===== src/rtl/spell_sequencer.sv =====
// spell_sequencer: instruction sequencer for the SPELL stack CPU.
// Owns pc, sp and the 32-entry byte stack, drives the shared memory port,
// presents operands to the external execute stage and commits its results.
module spell_sequencer #(
    parameter int TICK_CYCLES = 1
) (
    input  logic       clock,
    input  logic       reset,
    input  logic       run,
    input  logic       ooo_valid,
    input  logic [7:0] ooo_opcode,
    output logic       ooo_ack,
    output logic       mem_req,
    output logic [1:0] mem_type,
    output logic       mem_we,
    output logic [7:0] mem_addr,
    output logic [7:0] mem_wdata,
    input  logic [7:0] mem_rdata,
    input  logic       mem_ack,
    output logic [7:0] ex_opcode,
    output logic [7:0] ex_pc,
    output logic [7:0] ex_stack_top,
    output logic [7:0] ex_stack_belowtop,
    output logic [7:0] ex_memory_input,
    output logic [4:0] ex_sp,
    output logic       ex_out_of_order,
    input  logic [7:0] ex_next_pc,
    input  logic [7:0] ex_set_stack_top,
    input  logic [7:0] ex_set_stack_belowtop,
    input  logic [7:0] ex_memory_write_data,
    input  logic [7:0] ex_memory_write_addr,
    input  logic [7:0] ex_delay_amount,
    input  logic [4:0] ex_next_sp,
    input  logic [1:0] ex_stack_write_count,
    input  logic [1:0] ex_memory_write_type,
    input  logic       ex_sleep,
    output logic [7:0] pc,
    output logic [4:0] sp,
    output logic       busy,
    output logic       sleeping
);

    localparam int TW = (TICK_CYCLES > 1) ? $clog2(TICK_CYCLES) : 1;
    localparam logic [TW-1:0] TICK_LAST = TW'(TICK_CYCLES - 1);

    localparam logic [7:0] OP_CODE_READ = 8'h3F;  // '?'
    localparam logic [7:0] OP_DATA_READ = 8'h72;  // 'r'

    typedef enum logic [2:0] {
        S_IDLE,
        S_FETCH,
        S_DECODE,
        S_LOAD,
        S_EXEC,
        S_STORE,
        S_DELAY,
        S_SLEEP
    } state_t;

    state_t        state;
    logic [7:0]    opcode;
    logic [7:0]    mem_in;
    logic          out_of_order;
    logic [7:0]    stack [32];
    logic [7:0]    delay_left;
    logic [TW-1:0] tick_cnt;

    logic [4:0]    sp_below;
    logic [4:0]    next_sp_below;
    logic          exec_plain;
    logic          delay_done;
    logic          dispatch;

    assign sp_below      = sp - 5'd1;
    assign next_sp_below = ex_next_sp - 5'd1;

    assign ex_opcode         = opcode;
    assign ex_pc             = pc;
    assign ex_sp             = sp;
    assign ex_stack_top      = stack[sp];
    assign ex_stack_belowtop = stack[sp_below];
    assign ex_memory_input   = mem_in;
    assign ex_out_of_order   = out_of_order;

    assign busy     = (state != S_IDLE);
    assign sleeping = (state == S_SLEEP);

    assign exec_plain = (ex_memory_write_type == 2'b00) && (ex_delay_amount == 8'd0) && !ex_sleep;
    assign delay_done = (tick_cnt == TICK_LAST) && (delay_left == 8'd1);

    // IDLE and the end of every instruction share one dispatch point (the NEXT step)
    always_comb begin
        dispatch = 1'b0;
        case (state)
            S_IDLE:  dispatch = 1'b1;
            S_EXEC:  dispatch = exec_plain;
            S_STORE: dispatch = mem_ack;
            S_DELAY: dispatch = delay_done;
            default: dispatch = 1'b0;
        endcase
    end

    // Sequencer FSM with registered memory-port and handshake outputs
    always_ff @(posedge clock or posedge reset) begin
        if (reset) begin
            state        <= S_IDLE;
            pc           <= '0;
            sp           <= '0;
            opcode       <= '0;
            mem_in       <= '0;
            out_of_order <= 1'b0;
            ooo_ack      <= 1'b0;
            mem_req      <= 1'b0;
            mem_type     <= 2'b00;
            mem_we       <= 1'b0;
            mem_addr     <= '0;
            mem_wdata    <= '0;
            delay_left   <= '0;
            tick_cnt     <= '0;
        end else begin
            ooo_ack <= 1'b0;
            case (state)
                S_FETCH: begin
                    if (mem_ack) begin
                        opcode       <= mem_rdata;
                        out_of_order <= 1'b0;
                        mem_req      <= 1'b0;
                        mem_type     <= 2'b00;
                        state        <= S_DECODE;
                    end
                end
                S_DECODE: begin
                    if (opcode == OP_CODE_READ || opcode == OP_DATA_READ) begin
                        mem_req  <= 1'b1;
                        mem_we   <= 1'b0;
                        mem_type <= (opcode == OP_CODE_READ) ? 2'b10 : 2'b01;
                        mem_addr <= stack[sp];
                        state    <= S_LOAD;
                    end else begin
                        state <= S_EXEC;
                    end
                end
                S_LOAD: begin
                    if (mem_ack) begin
                        mem_in   <= mem_rdata;
                        mem_req  <= 1'b0;
                        mem_type <= 2'b00;
                        state    <= S_EXEC;
                    end
                end
                S_EXEC: begin
                    pc <= ex_next_pc;
                    sp <= ex_next_sp;
                    if (ex_memory_write_type != 2'b00) begin
                        mem_req   <= 1'b1;
                        mem_we    <= 1'b1;
                        mem_type  <= ex_memory_write_type;
                        mem_addr  <= ex_memory_write_addr;
                        mem_wdata <= ex_memory_write_data;
                        state     <= S_STORE;
                    end else if (ex_delay_amount != 8'd0) begin
                        delay_left <= ex_delay_amount;
                        tick_cnt   <= '0;
                        state      <= S_DELAY;
                    end else if (ex_sleep) begin
                        state <= S_SLEEP;
                    end
                end
                S_STORE: begin
                    if (mem_ack) begin
                        mem_req  <= 1'b0;
                        mem_we   <= 1'b0;
                        mem_type <= 2'b00;
                    end
                end
                S_DELAY: begin
                    if (tick_cnt == TICK_LAST) begin
                        tick_cnt   <= '0;
                        delay_left <= delay_left - 8'd1;
                    end else begin
                        tick_cnt <= tick_cnt + TW'(1);
                    end
                end
                S_SLEEP: begin
                    if (!run) state <= S_IDLE;
                end
                default: ;
            endcase

            // Dispatch overrides the per-state assignments above; leaving EXEC,
            // pc is updated on this same edge, so the fetch uses ex_next_pc.
            if (dispatch) begin
                if (ooo_valid) begin
                    ooo_ack      <= 1'b1;
                    opcode       <= ooo_opcode;
                    out_of_order <= 1'b1;
                    state        <= S_DECODE;
                end else if (run) begin
                    mem_req  <= 1'b1;
                    mem_we   <= 1'b0;
                    mem_type <= 2'b10;
                    mem_addr <= (state == S_EXEC) ? ex_next_pc : pc;
                    state    <= S_FETCH;
                end else begin
                    state <= S_IDLE;
                end
            end
        end
    end

    // Stack commit from the execute stage; the array itself is never reset
    always_ff @(posedge clock) begin
        if (state == S_EXEC) begin
            if (ex_stack_write_count != 2'd0) stack[ex_next_sp] <= ex_set_stack_top;
            if (ex_stack_write_count >= 2'd2) stack[next_sp_below] <= ex_set_stack_belowtop;
        end
    end

endmodule


===== config.mk =====
export PLATFORM = sky130hd
export DESIGN_NAME = spell_sequencer
export DESIGN_NICKNAME = d
export VERILOG_FILES = /design/src/rtl/spell_sequencer.sv
export SDC_FILE = /design/constraint.sdc
export NUM_CORES = 1
export LEC_CHECK = 0
export CAP_MARGIN = 25
export CORE_ASPECT_RATIO = 2
export CORE_MARGIN = 2
export CORE_UTILIZATION = 35
export CTS_CLUSTER_DIAMETER = 150
export CTS_CLUSTER_SIZE = 28
export DETAILED_ROUTE_END_ITERATION = 8
export PLACE_DENSITY = 0.57
export SETUP_SLACK_MARGIN = 0.02
export SYNTH_ARGS = -nofsm -noshare
export SYNTH_HDL_FRONTEND = slang
export SYNTH_SLANG_ARGS = --single-unit

===== constraint.sdc =====
create_clock -name clock -period 3.9 [get_ports clock]
set_input_delay 0.585 -clock clock [delete_from_list [all_inputs] [get_ports clock]]
set_output_delay 0.585 -clock clock [all_outputs]
set_load 0.02 [all_outputs]

**Word-level counts from Yosys, hierarchy flattened**

Memory sizes are Yosys's and may differ from the RTL's.
Index checks and enable logic that the tools add are counted.

- Output and inout port bits: 82
- Memories kept: 1
- Word-level logic and storage cells: 123
- Bits in writable memories: 256
- Register bits: 63
- Input bits: 79

Memories:

| memory | words | bits a word | read ports | clocked after memory_dff | write ports | line | text |
|---|---|---|---|---|---|---|---|
| stack | 32 | 8 | 2 | 0 | 2 | 64 | `logic [7:0] stack [32];` |

- Reduce and logical (&&, ||, !) cells: 20
- Magnitude comparators: 1
- Multiplexer cells: 65
- Bitwise gates (word level): 1
- Eq/ne operators: 17
- Add/sub/neg operators: 4

Operators with widths:

| kind | count |
|---|---|
| two-way mux 8 bit | 13 |
| one-hot mux 8 bit (2 select lines) | 2 |
| two-way mux 1 bit | 28 |
| two-way mux 3 bit | 8 |
| two-way mux 2 bit | 8 |
| one-hot mux 3 bit (5 select lines) | 1 |
| == test 3 bit (second input constant) | 4 |
| subtractor 5 x 1 -> 5 bit (second input constant) | 2 |
| == test 8 x 1 -> 1 bit (second input constant) | 1 |
| == test 8 x 6 -> 1 bit (second input constant) | 1 |
| == test 8 x 7 -> 1 bit (second input constant) | 1 |
| logical NOT 8 bit | 1 |
| nonzero test 8 bit | 1 |
| subtractor 8 x 1 -> 8 bit (second input constant) | 1 |
| == test 3 x 2 -> 1 bit (second input constant) | 2 |
| inequality test 2 bit (second input constant) | 3 |
| inequality test 3 bit (second input constant) | 2 |
| one-hot mux 1 bit (3 select lines) | 2 |
| one-hot mux 2 bit (3 select lines) | 1 |
| nonzero test 2 bit | 3 |
| nonzero test 6 bit | 1 |
| inequality test 5 bit (second input constant) | 1 |
| AND reduction 5 bit | 1 |
| one-hot mux 1 bit (4 select lines) | 1 |
| other kinds (16) | 19 |

**Longest topological paths before layout**

- Word-level depth: 7
- Mapped depth: 9

**Worst setup path after synthesis**

OpenSTA, ideal clock, no wires.

- Path kind: reg-to-output
- Start: register sp[0] (netlist: ex_sp[0])
- End: output ex_stack_belowtop[0]
- Slack: -0.222 ns
- Path buffers: 3
- Cell stages (with the launch flop): 9
- Arrival time: 3.537 ns
- Path through: dfrtp_1 clkbuf_1 buf_1 inv_1 ha_1 xnor2_1 buf_2 mux4_2 mux2_2

- Longest elaborated chain between the ends: 2

RTL lines:

| what | line | text |
|---|---|---|
| start, declared | 38 | `output logic [4:0] sp,` |
| start signal, assigned | 153 | `sp <= ex_next_sp;` |
| subtractor 5 x 1 -> 5 bit | 74 | `assign sp_below = sp - 5'd1;` |
| memory (32 x 8 bit) | n/a |  |
| end, declared | 23 | `output logic [7:0] ex_stack_belowtop,` |

No other way between the ends.

**Worst setup path after layout**

- Start: register sp[0] (netlist: ex_sp[0])
- End: output ex_stack_belowtop[3]

The elaborated chain is that of the path after synthesis.

==> out/qor.csv <==
stage,metric,value,unit
layout,drive_above_1_share,45.4,%
placement,hpwl,51200,um
logic_synthesis,ys_seq_area_share,49.9,%
placement,io_buffers,160,
worst_setup_path,cp_max_fo,11,
sta,slew_violations,0,
worst_setup_path,crit_chain,inv_2 -> ha_4 -> buf_12 -> buf_12 -> mux4_2 -> mux4_2 -> mux2_2 -> clkdlybuf4s15_2,
pwr,fin_total_pwr,15.9,mW
worst_setup_path,cp-end-kind,primary output,
sta,rsz0062_at_grt,no,
detailed_routing,avgViaCountPerCell,6.13,
floorplan,die_width,167,um
worst_setup_path,cp.required,3310,ps
worst_setup_path,ff2ff_path_depth,7,
global_routing,grt_pass1_vias,13233,
pwr,leakage,7.48,nW
clock_network,cts_sinks,318,
sta,setup_viol,0,
floorplan,die_h,329,um
worst_setup_path,crit_end,ex_stack_belowtop[3],
detailed_routing,drc,0,
sta,fmax,261,MHz
worst_setup_path,r2r_setup_slack,930,ps
logic_synthesis,syn_inst,1209,
floorplan,top_level_ports,161,
worst_setup_path,rr_endpoint,mem_addr[1],
sta,finalCriticalPeriod,3830,ps
floorplan,core-area,0.0524,mm2
logic_synthesis,netlist_area,0.0185,mm2
logic_synthesis,synth_edf_count,256,
logic_synthesis,synth_warnings,0,
worst_setup_path,crit_arrival,3240,ps
detailed_routing,firstDrtPassIters,5,
placement,routabilityCongestion,0.899,
floorplan,dieArea,0.0549,mm2
floorplan,rows,119,
worst_setup_path,r2r-start,ex_sp[1],
detailed_routing,wl_per_cell,35.0,um
global_routing,grt.overflow.total,0,
detailed_routing,final_antenna_net_count,0,
pwr,peakVddDrop,684,uV
clock_network,clk_pin_slew,120,ps
global_routing,antenna_found_initial,0,
sta,hold_viol,0,
pwr,power.density,719,mW/mm2
clock_network,clk_latency,570,ps
clock_network,cts-root-buf,clkbuf_16,
worst_setup_path,crit_slowest_cell,mux4_2,
logic_synthesis,synth_cell_types,59,
sta,finalCritPeriodShare,98.1,%
global_routing,grt.total_usage,26.0,%
worst_setup_path,cpPeakStageDelay,550,ps
sta,slew_headroom,32.8,%
global_routing,grt_max_degree,44,
clock_network,cts_tree,built,
detailed_routing,drtIter0Drc,1173,
floorplan,start_util,35.3,%
detailed_routing,wl,71800,um
logic_synthesis,synth_seq_cells,318,
clock_network,htreeDepth,1,
layout,area_delta_synth_final,19.4,%
clock_network,holdBufCountCts,0,
sta,fin_tns_setup,0,ps
clock_network,cts_buffers,15,
worst_setup_path,crit_path_start_kind,register,
worst_setup_path,path_class,register to primary output,
detailed_routing,vias,12591,
logic_synthesis,ys_async_sr_fraction,19.5,%
logic_synthesis,synth_ff_type,edfxtp_1,
logic_synthesis,syn_avg_cell_area,15.3,um2
sta,tightest_slew,1010,ps
global_routing,grt_pass1_wl,100000,um
placement,place_area,0.0212,mm2
layout,stdcell_area,0.0221,mm2
clock_network,cts.path.max_buffers,3,
worst_setup_path,startpoint,ex_sp[0],
logic_synthesis,synth_fp_nets,1291,
status,status,completed,
job,cap_violations,0,
min_path,worstHoldPathType,input pin to async pin,
sta,finClkSkew,58.6,ps
layout,fin_nets,1463,
-- cells in the final DEF, fill, tap and decap left out, drive strengths merged, types with 5 or more instances in the layout --
cell type,Yosys,routed
mux2,304,304
edfxtp,256,256
mux4,160,160
clkdlybuf4s50,0,140
buf,31,115
nand2,79,79
dfrtp,62,62
nor2,38,38
o21ai,32,32
clkbuf,88,25
inv,19,21
a21oi,16,16
nor3,15,15
nand3,11,11
mux2i,10,10
a222oi,8,8
dlygate4sd2,0,8
nand2b,7,7
nor2b,6,6
nand4b,6,6
bufbuf,0,6
nor4,6,6
nor3b,5,5
-- timing repair --
item,in CTS,in global routing
hold endpoints to repair,0,0
setup endpoints to repair,16,6
gates cloned,10,0
pin swaps,1,1
gates resized for setup,44,6
buffers inserted,7,0
-- area by class of cell --
| cell class | instances | area [um2] |
|---|---|---|
| Fill cell | 4722 | 30300 |
| Sequential cell | 318 | 9250 |
| Multi-Input combinational cell | 753 | 8720 |
| Timing Repair Buffer | 274 | 2800 |
| Tap cell | 665 | 832 |
| Clock buffer | 23 | 405 |
| Inverter | 19 | 71.3 |
| Clock inverter | 2 | 28.8 |
| Antenna cell | 1 | 2.50 |
-- routing by layer --
layer	global-route usage [%]	share of wire, %
met1	25.2	31
met2	49.6	54
met3	2.60	4.8
met4	20.9	10
met5	0	0
-- cell families after synthesis --
kind of cell	Yosys count	synth area share, %
muxes	474	38.5
DFF	318	49.9
and+or+nand+nor	189	4.97
buffers and inverters	138	3.32
AOI/OAI and AO/OA	82	2.88
xor gates and xnor gates	5	0.237
adders and majority gates	3	0.203
-- flip-flops by register name, indices dropped and copies added, names as in the netlist --
name,count
mem_req,1
delay_left,8
state,3
ex_sp,5
mem_wdata,8
mem_type,2
ex_memory_input,8
ex_pc,8
ex_opcode,8
mem_we,1
ex_out_of_order,1
ooo_ack,1
stack,256
mem_addr,8
-- worst min path at each step --
stage	startpoint	end	slack [ps]	cells past startpoint
after floorplan	delay_left[5]	delay_left[5]	500	1
after global placement	mem_wdata[0]	mem_wdata[0]	460	2
after detailed placement	mem_wdata[3]	mem_wdata[3]	460	2
after CTS	reset	mem_wdata[0]	300	2
after global routing	reset	ex_opcode[0]	320	2
final	reset	ex_opcode[0]	310	2
-- cell usage after synthesis, types with 4 or more instances --
cell,instances,share of area [%]
edfxtp_1,256,42
inv_1,19,0.39
mux2i_1,10,0.54
buf_1,7,0.14
o21ai_0,31,0.84
nand2b_1,7,0.24
buf_4,14,0.57
clkbuf_1,88,1.8
a21oi_1,16,0.43
nor2_1,38,0.77
nor3_1,13,0.35
nand2_1,79,1.6
a222oi_1,8,0.43
buf_2,5,0.14
nor4_1,4,0.14
dfrtp_1,62,8.4
nand4b_1,6,0.28
nand3_1,11,0.30
mux2_2,304,18
mux4_2,160,19
nor2b_1,6,0.20
buf_6,5,0.30
-- critical path, delay by kind of cell, from the launching register on --
kind | cells | cell delay, ps
buffers and inverters | 4 | 640
adder cells (fa/ha/maj) | 1 | 240
multiplexers | 3 | 1250
flip-flops | 1 | 540
-- report_power, final --
group	total, mW	leakage [nW]	switching, mW	internal, mW
logic	9.67	4.22	4.99	4.68
registers	4.31	3.05	0.288	4.02
clock network	1.92	0.209	1.16	0.753
total	15.9	7.48	6.45	9.45
-- metrics by stage --
| stage | setup WS [ps] | hold slack (ps) | std cells | utilization, % |
|---|---|---|---|---|
| after floorplan | 115 | 503 | 1209 | - |
| after global placement | 195 | 460 | 2006 | 40.4 |
| after detailed placement | 198 | 461 | 2010 | 40.5 |
| after CTS | 25.4 | 301 | 2052 | 42.2 |
| after global routing | 39.5 | 316 | 2054 | 42.2 |
| final | 72.4 | 307 | 2055 | 42.2 |
Power figures use the tool's default switching activity.
